$ cat src/rtl/bck_mem_req_queue.sv
`default_nettype none
// +--------------------------------------------------------------------------+
// | bck_mem_req_queue                                                         |
// | Buffers K/L occurrence requests and issues them as credit-limited beats.  |
// | Revision: 1.0                                                             |
// +--------------------------------------------------------------------------+
module bck_mem_req_queue #(
  parameter int DEPTH           = 16,
  parameter int AW              = 42,
  parameter int RW              = 10,
  parameter int AFULL_MARGIN    = 4,
  parameter int MAX_OUTSTANDING = 32
) (
  input  logic                     clk,
  input  logic                     rst,
  input  logic                     stall,
  input  logic                     request_valid,
  input  logic [RW-1:0]            read_num,
  input  logic [AW-1:0]            addr_k,
  input  logic [AW-1:0]            addr_l,
  output logic                     stall_req,
  output logic                     mem_req_valid,
  output logic [AW-1:0]            mem_req_addr,
  output logic [RW:0]              mem_req_tag,
  input  logic                     mem_req_ready,
  input  logic                     mem_rsp_valid,
  output logic [$clog2(DEPTH):0]   occupancy,
  output logic                     overflow_err
);

  localparam int c_PW = $clog2(DEPTH);
  localparam int c_CW = c_PW + 1;
  localparam int c_OW = $clog2(MAX_OUTSTANDING + 1);

  typedef enum logic [1:0] {
    S_IDLE    = 2'd0,
    S_ISSUE_K = 2'd1,
    S_ISSUE_L = 2'd2
  } state_t;

  state_t            r_state;
  state_t            w_state_next;
  logic [c_PW-1:0]   r_wr_ptr;
  logic [c_PW-1:0]   r_rd_ptr;
  logic [c_CW-1:0]   r_count;
  logic [c_CW-1:0]   w_count_next;
  logic [c_OW-1:0]   r_out;
  logic [c_OW-1:0]   w_out_next;
  logic              r_stall_req;
  logic              r_overflow;
  logic              w_push_req;
  logic              w_push_ok;
  logic              w_pop;
  logic              w_beat;
  logic              w_rsp;

  logic [AW-1:0]     r_mem_k  [DEPTH];
  logic [AW-1:0]     r_mem_l  [DEPTH];
  logic [RW-1:0]     r_mem_rn [DEPTH];

  // Full test uses the registered count, so a same-cycle pop never rescues a push.
  assign w_push_req = request_valid && !stall;
  assign w_push_ok  = w_push_req && (r_count != c_CW'(DEPTH));
  assign w_pop      = (r_state == S_ISSUE_L) && mem_req_ready;
  assign w_beat     = (r_state != S_IDLE) && mem_req_ready;
  assign w_rsp      = mem_rsp_valid && (r_out != '0);

  always_comb begin
    w_count_next = r_count;
    if (w_push_ok && !w_pop)
      w_count_next = r_count + c_CW'(1);
    else if (!w_push_ok && w_pop)
      w_count_next = r_count - c_CW'(1);
  end

  always_comb begin
    w_out_next = r_out;
    if (w_beat && !w_rsp)
      w_out_next = r_out + c_OW'(1);
    else if (!w_beat && w_rsp)
      w_out_next = r_out - c_OW'(1);
  end

  always_comb begin
    w_state_next  = r_state;
    mem_req_valid = 1'b0;
    mem_req_addr  = '0;
    mem_req_tag   = '0;
    case (r_state)
      S_IDLE: begin
        if ((r_count != '0) && (r_out <= c_OW'(MAX_OUTSTANDING - 2)))
          w_state_next = S_ISSUE_K;
      end
      S_ISSUE_K: begin
        mem_req_valid = 1'b1;
        mem_req_addr  = r_mem_k[r_rd_ptr];
        mem_req_tag   = {r_mem_rn[r_rd_ptr], 1'b0};
        if (mem_req_ready)
          w_state_next = S_ISSUE_L;
      end
      S_ISSUE_L: begin
        mem_req_valid = 1'b1;
        mem_req_addr  = r_mem_l[r_rd_ptr];
        mem_req_tag   = {r_mem_rn[r_rd_ptr], 1'b1};
        // Credit for the next pair is judged against the count including this L beat.
        if (mem_req_ready) begin
          if ((r_count > c_CW'(1)) && (w_out_next <= c_OW'(MAX_OUTSTANDING - 2)))
            w_state_next = S_ISSUE_K;
          else
            w_state_next = S_IDLE;
        end
      end
      default: w_state_next = S_IDLE;
    endcase
  end

  always_ff @(posedge clk or negedge rst) begin
    if (!rst) begin
      r_state     <= S_IDLE;
      r_wr_ptr    <= '0;
      r_rd_ptr    <= '0;
      r_count     <= '0;
      r_out       <= '0;
      r_stall_req <= 1'b0;
      r_overflow  <= 1'b0;
    end else begin
      r_state     <= w_state_next;
      r_count     <= w_count_next;
      r_out       <= w_out_next;
      r_stall_req <= (w_count_next >= c_CW'(DEPTH - AFULL_MARGIN));
      if (w_push_ok)
        r_wr_ptr <= r_wr_ptr + c_PW'(1);
      if (w_pop)
        r_rd_ptr <= r_rd_ptr + c_PW'(1);
      if (w_push_req && !w_push_ok)
        r_overflow <= 1'b1;
    end
  end

  always_ff @(posedge clk) begin
    if (w_push_ok) begin
      r_mem_k[r_wr_ptr]  <= addr_k;
      r_mem_l[r_wr_ptr]  <= addr_l;
      r_mem_rn[r_wr_ptr] <= read_num;
    end
  end

  assign stall_req    = r_stall_req;
  assign occupancy    = r_count;
  assign overflow_err = r_overflow;

endmodule
`default_nettype wire
$ cat config.mk
export PLATFORM = sky130hd
export DESIGN_NAME = bck_mem_req_queue
export DESIGN_NICKNAME = d
export VERILOG_FILES = /design/src/rtl/bck_mem_req_queue.sv
export SDC_FILE = /design/constraint.sdc
export NUM_CORES = 2
export LEC_CHECK = 0
export CORE_MARGIN = 3
export CORE_UTILIZATION = 50
export DETAILED_ROUTE_END_ITERATION = 7
export HOLD_SLACK_MARGIN = 0.15
export PLACE_DENSITY = 0.7
export SLEW_MARGIN = 20
export SYNTH_ARGS = -nofsm -noshare
export SYNTH_HDL_FRONTEND = slang
export SYNTH_SLANG_ARGS = --single-unit
$ cat constraint.sdc
create_clock -name clk -period 4.65 [get_ports clk]
set_input_delay 0.465 -clock clk [delete_from_list [all_inputs] [get_ports clk]]
set_output_delay 0.465 -clock clk [all_outputs]
set_load 0.01 [all_outputs]
==> flow_summary.html <==
<table>
<tr><th>Metric</th><th>Value</th></tr>
<tr><th colspan="2">Timing</th></tr>
<tr><td>Final critical-path required period</td><td>~4500 ps</td></tr>
<tr><td>Setup-failing EPs final</td><td>0</td></tr>
<tr><td>Max Clock Skew</td><td>roughly 17 ps</td></tr>
<tr><td>Maximum clock frequency</td><td>about 220 MHz</td></tr>
<tr><td>Relative max-transition margin</td><td>0.338</td></tr>
<tr><td>Setup TNS</td><td>0 ps</td></tr>
<tr><td>Worst hold slack</td><td>a little under 400 ps</td></tr>
<tr><td>Final-report hold violation count</td><td>0</td></tr>
<tr><td>RSZ-0062 raised after global routing</td><td>false</td></tr>
<tr><td>Final slew viol count</td><td>0</td></tr>
<tr><td>Fin crit share</td><td>0.963</td></tr>
<tr><td>Worst-margin pin slew</td><td>993 ps</td></tr>
<tr><th colspan="2">Clock network</th></tr>
<tr><td>Cts repair resizes</td><td>0</td></tr>
<tr><td>Bufs on Longest Clock Path</td><td>3</td></tr>
<tr><td>Clock tree root driver cell</td><td>sky130_fd_sc_hd__clkbuf_16</td></tr>
<tr><td>Clock-pin transition on the worst setup and hold timing paths</td><td>roughly 60 ps</td></tr>
<tr><td>Clock insertion delay at the later pin of the skew report</td><td>approximately 740 ps</td></tr>
<tr><td>Clock sink count</td><td>between 1.5k and 2k</td></tr>
<tr><td>Clock tree from TritonCTS</td><td>done</td></tr>
<tr><td>Number of H-tree levels</td><td>4</td></tr>
<tr><td>Clock buffers created by TritonCTS</td><td>149</td></tr>
<tr><th colspan="2">Logic synthesis</th></tr>
<tr><td>Cell type contributing the most total cell area after synthesis</td><td>sky130_fd_sc_hd__edfxtp_1</td></tr>
<tr><td>Number of synthesized flops with an enable pin</td><td>between 1.5k and 2k</td></tr>
<tr><td>FF+latch count, synth</td><td>around 1.5k</td></tr>
<tr><td>Synth cell types</td><td>43</td></tr>
<tr><td>Share of the synthesized area in the top cell type</td><td>0.768</td></tr>
<tr><td>Compound-gate portion of the synthesized area</td><td>0.00390</td></tr>
<tr><td>Main combinational cell family by area after synthesis</td><td>multiplexers</td></tr>
<tr><td>Cell types occupying the most area after synthesis</td><td>sky130_fd_sc_hd__edfxtp_1 (77%), sky130_fd_sc_hd__mux4_2 (18%), sky130_fd_sc_hd__dfrtp_1 (0.98%), sky130_fd_sc_hd__nand3_1 (0.78%), sky130_fd_sc_hd__buf_6 (0.69%)</td></tr>
<tr><td>Proportion of synthesized area in mux cells</td><td>0.180</td></tr>
<tr><td>Simple logic cell fraction of the synthesized area</td><td>0.0181</td></tr>
<tr><td>Mapped Avg Cell Area</td><td>approximately 24 µm²</td></tr>
<tr><td>Post-synthesis sequential area ratio</td><td>0.778</td></tr>
<tr><td>Adder-cell share of the synthesized area</td><td>0.00362</td></tr>
<tr><td>Gate count of the mapped netlist</td><td>roughly 2.4k</td></tr>
<tr><td>Total of warnings raised by yosys</td><td>0</td></tr>
<tr><td>Xor and xnor fraction of the mapped netlist area</td><td>0.00194</td></tr>
<tr><td>Most frequently used cell type in the post-synthesis netlist</td><td>sky130_fd_sc_hd__edfxtp_1</td></tr>
<tr><td>Ys async rst share</td><td>0.0151</td></tr>
<tr><td>Commonest cells in the synthesized netlist</td><td>sky130_fd_sc_hd__edfxtp_1 (1504), sky130_fd_sc_hd__mux4_2 (470), sky130_fd_sc_hd__nand3_1 (92)</td></tr>
<tr><td>Area of the mapped netlist</td><td>roughly 60000 µm²</td></tr>
<tr><td>Predominant post-synthesis flop cell</td><td>sky130_fd_sc_hd__edfxtp_1</td></tr>
<tr><td>Net count of the mapped netlist</td><td>around 2.5k</td></tr>
<tr><th colspan="2">Pwr</th></tr>
<tr><td>Static power due to leakage</td><td>21.0 nW</td></tr>
<tr><td>Total power density per cell area</td><td>about 570 nW/µm²</td></tr>
<tr><td>Peak supply drop</td><td>around 0.34 mV</td></tr>
<tr><th colspan="2">Global route</th></tr>
<tr><td>Number of global-route vias before repair</td><td>approximately 28k</td></tr>
<tr><td>Total global routing track utilization</td><td>0.226</td></tr>
<tr><td>First-pass GRT wire length</td><td>roughly 200000 µm</td></tr>
<tr><td>Number of antenna violations at the first check in global routing</td><td>21</td></tr>
<tr><td>Pin count of the biggest net entering global routing</td><td>roughly 100</td></tr>
<tr><td>Sum of overflow across all layers after global routing</td><td>0</td></tr>
<tr><th colspan="2">Worst setup path</th></tr>
<tr><td>Longest individual stage delay on the worst path</td><td>a little over 800 ps</td></tr>
<tr><td>Data arrival time at the worst-slack endpoint</td><td>4010 ps</td></tr>
<tr><td>Capturing element type of the critical path</td><td>output pin</td></tr>
<tr><td>Combined buffer and inverter count along the critical path</td><td>2</td></tr>
<tr><td>Classification of the worst setup path</td><td>flip-flop to output pin</td></tr>
<tr><td>CP delay by family, top</td><td>multiplexers</td></tr>
<tr><td>Cell-by-cell trace of the critical path</td><td>buf_12 -&gt; mux4_2 -&gt; mux4_2 -&gt; nand3_1 -&gt; nand2_1 -&gt; clkdlybuf4s50_1</td></tr>
<tr><td>Critical path startpoint category</td><td>flip-flop</td></tr>
<tr><td>Most frequent cell on the critical path</td><td>sky130_fd_sc_hd__mux4_2</td></tr>
<tr><td>Library cell contributing the largest single delay on the critical path</td><td>sky130_fd_sc_hd__dfrtp_4</td></tr>
<tr><td>Required @ worst endpoint</td><td>roughly 4200 ps</td></tr>
<tr><td>Maximum fanout along the worst path</td><td>36</td></tr>
<tr><th colspan="2">Placed design</th></tr>
<tr><td>Cell area reported after detailed placement</td><td>approximately 63000 µm²</td></tr>
<tr><td>Placer's final routability congestion estimate</td><td>approximately 0.77</td></tr>
<tr><td>HPWL Detailed</td><td>about 74000 µm</td></tr>
<tr><td>PortBufs</td><td>160</td></tr>
<tr><td>Total placed cells including tap cells</td><td>4057</td></tr>
<tr><th colspan="2">Run</th></tr>
<tr><td>Count of max-cap constraint violations</td><td>0</td></tr>
<tr><th colspan="2">Layout</th></tr>
<tr><td>Synth-to-Final Area Change</td><td>15.0%</td></tr>
<tr><td>Share of post-route cells with drive strength above 1</td><td>0.285</td></tr>
<tr><td>Count of nets after finishing</td><td>2802</td></tr>
<tr><td>Post-route non-filler standard cell count</td><td>roughly 4.3k</td></tr>
<tr><td>Post-route cell area</td><td>67600 µm²</td></tr>
<tr><td>Number of fill cells in the layout</td><td>between 7k and 8k</td></tr>
<tr><th colspan="2">Detailed routing</th></tr>
<tr><td>Highest Signal Layer</td><td>met5</td></tr>
<tr><td>Routed wl met2</td><td>66600 µm</td></tr>
<tr><td>Residual antenna-violating net count after detailed routing</td><td>0</td></tr>
<tr><td>DRT Wirelength</td><td>roughly 130000 µm</td></tr>
<tr><td>Detailed-routing wirelength on met1</td><td>between 50000 and 60000 µm</td></tr>
<tr><td>Via density per instance</td><td>about 6.2</td></tr>
<tr><td>DRC violation count after routing</td><td>0</td></tr>
<tr><td>Violation count after the first detailed-route iteration</td><td>a little over 3k</td></tr>
<tr><td>Vias post-DR</td><td>about 27k</td></tr>
<tr><td>Number of detailed-routing iterations run before antenna repair</td><td>6</td></tr>
<tr><td>Average routed wire per standard cell</td><td>between 30 and 40 µm</td></tr>
<tr><td>DR WL met3</td><td>about 13000 µm</td></tr>
<tr><th colspan="2">Floorplan</th></tr>
<tr><td>Cell Rows</td><td>about 130</td></tr>
<tr><td>Overall die height</td><td>349 µm</td></tr>
<tr><td>Boundary Pins</td><td>161</td></tr>
<tr><td>Area enclosed by the die boundary</td><td>122000 µm²</td></tr>
<tr><td>Chip Width</td><td>349 µm</td></tr>
<tr><td>Starting Density</td><td>0.505</td></tr>
<tr><td>Std-Cell Core Area</td><td>approximately 120000 µm²</td></tr>
<tr><th colspan="2">Outcome</th></tr>
<tr><td>Result of the run</td><td>complete, no violations</td></tr>
<tr><th colspan="2">Hold path</th></tr>
<tr><td>Worst min-delay path category</td><td>input pin to flip-flop</td></tr>
</table>
registers in the layout, indices dropped and copies added (netlist names), 2 cells and up:
signal and cells:
r_mem_k 672, r_mem_l 672, r_mem_rn 160, r_out 6
occupancy 5, r_rd_ptr 4, r_wr_ptr 4, r_state 2
per-layer routing:
layer | global-route usage | vias to the layer above
li1 | - | 11000
met1 | 0.314 | 14600
met2 | 0.362 | 1290
met3 | 0.0591 | 219
met4 | 0.0603 | 16
met5 | 0 | -
area by class of cell:
cell class / count / area (µm²) / area share
Antenna cell: 9 / 22.5 / 0.000333
Clock buffer: 182 / 3970 / 0.0587
Clock inverter: 85 / 742 / 0.0110
Inverter: 11 / 41.3 / 0.000611
Multi-Input combinational cell: 744 / 12300 / 0.182
Sequential cell: 1527 / 45800 / 0.677
Tap cell: 1524 / 1910 / 0.0282
Timing Repair Buffer: 252 / 2870 / 0.0425
logic make-up (layout without fill, tap and decap cells):
| group | count (synthesis) | count (layout) |
|---|---|---|
| XOR/XNOR | 13 | 13 |
| AND/OR/NAND/NOR | 210 | 210 |
| other | 0 | 9 |
| buffers and inverters | 139 | 530 |
| adder cells (fa/ha/maj) | 17 | 17 |
| multiplexers | 472 | 472 |
| AO/OA/AOI/OAI | 32 | 32 |
| flip-flops | 1527 | 1527 |
worst paths after layout:
kind / start / endpoint / slack, ps / cells after the start
max in group asynchronous: rst / r_rd_ptr[3]$_DFFE_PN0P_ / 3720 / 3
setup / recovery: r_rd_ptr[0]$_DFFE_PN0P_ / mem_req_addr[17] / 170 / 6
hold reg to reg: overflow_err$_DFFE_PN0P_ / overflow_err$_DFFE_PN0P_ / 500 / 1
hold / removal: request_valid / overflow_err$_DFFE_PN0P_ / 390 / 3
min in group asynchronous: rst / r_out[3]$_DFF_PN0_ / 630 / 3
setup reg to reg: occupancy[1]$_DFF_PN0_ / r_mem_k[10][19]$_DFFE_PP_ / 1190 / 7
placed cells by master, fill, tap and decap left out, types with 3 or more instances in the layout:
cell type                         count
sky130_fd_sc_hd__dfrtp_4              4
sky130_fd_sc_hd__inv_1               11
sky130_fd_sc_hd__clkinv_2            27
sky130_fd_sc_hd__and4_1               3
sky130_fd_sc_hd__clkinvlp_4           3
sky130_fd_sc_hd__inv_6                6
sky130_fd_sc_hd__buf_12              46
sky130_fd_sc_hd__mux4_2             470
sky130_fd_sc_hd__a21oi_1              8
sky130_fd_sc_hd__ha_1                14
sky130_fd_sc_hd__xnor2_1             12
sky130_fd_sc_hd__and4_4               4
sky130_fd_sc_hd__edfxtp_1          1504
sky130_fd_sc_hd__dfrtp_1             19
sky130_fd_sc_hd__nand2b_1             4
sky130_fd_sc_hd__nand3_1             92
sky130_fd_sc_hd__nand4_1              4
sky130_fd_sc_hd__nor2_1               6
sky130_fd_sc_hd__nor3_1               7
sky130_fd_sc_hd__o21bai_1             3
sky130_fd_sc_hd__nand2_1             57
sky130_fd_sc_hd__bufinv_16           11
sky130_fd_sc_hd__clkinv_8             3
sky130_fd_sc_hd__nor2b_1             12
sky130_fd_sc_hd__diode_2              9
sky130_fd_sc_hd__clkinv_1            33
sky130_fd_sc_hd__clkbuf_1            27
sky130_fd_sc_hd__clkdlybuf4s50_1    160
sky130_fd_sc_hd__clkbuf_16          154
sky130_fd_sc_hd__o21ai_0              6
sky130_fd_sc_hd__buf_4               45
sky130_fd_sc_hd__a21o_1               4
sky130_fd_sc_hd__and2_4              12
stage by stage:
stage	total power [W]	utilization	setup slack (ps)
after CTS	0.0387	0.581	121
after global routing	0.0398	0.581	35.4
after detailed placement	0.0271	0.540	947
after floorplan	0.0237	-	383
final	0.0384	0.581	171
after global placement	0.0269	0.540	969
repair_timing:
action	4_1_cts	5_1_grt
hold buffers	1	0
hold endpoints to repair	23	0
buffers inserted	0	0
power breakdown:
group	leakage (nW)	internal [W]	switching, W
clock	2.31	0.00669	0.00494
combinational	4.87	0.00524	0.00514
sequential	13.8	0.0159	0.000467
total	21.0	0.0278	0.0105
worst reg2reg max path, stage by stage (launching register included):
cell and delay [ps]:
sky130_fd_sc_hd__dfrtp_1 490, sky130_fd_sc_hd__inv_1 130, sky130_fd_sc_hd__ha_1 240, sky130_fd_sc_hd__nor3b_2 200
sky130_fd_sc_hd__a21o_1 260, sky130_fd_sc_hd__nor3b_1 550, sky130_fd_sc_hd__and2_4 740, sky130_fd_sc_hd__buf_4 500
Note: power is estimated with default switching activity, not from simulation.
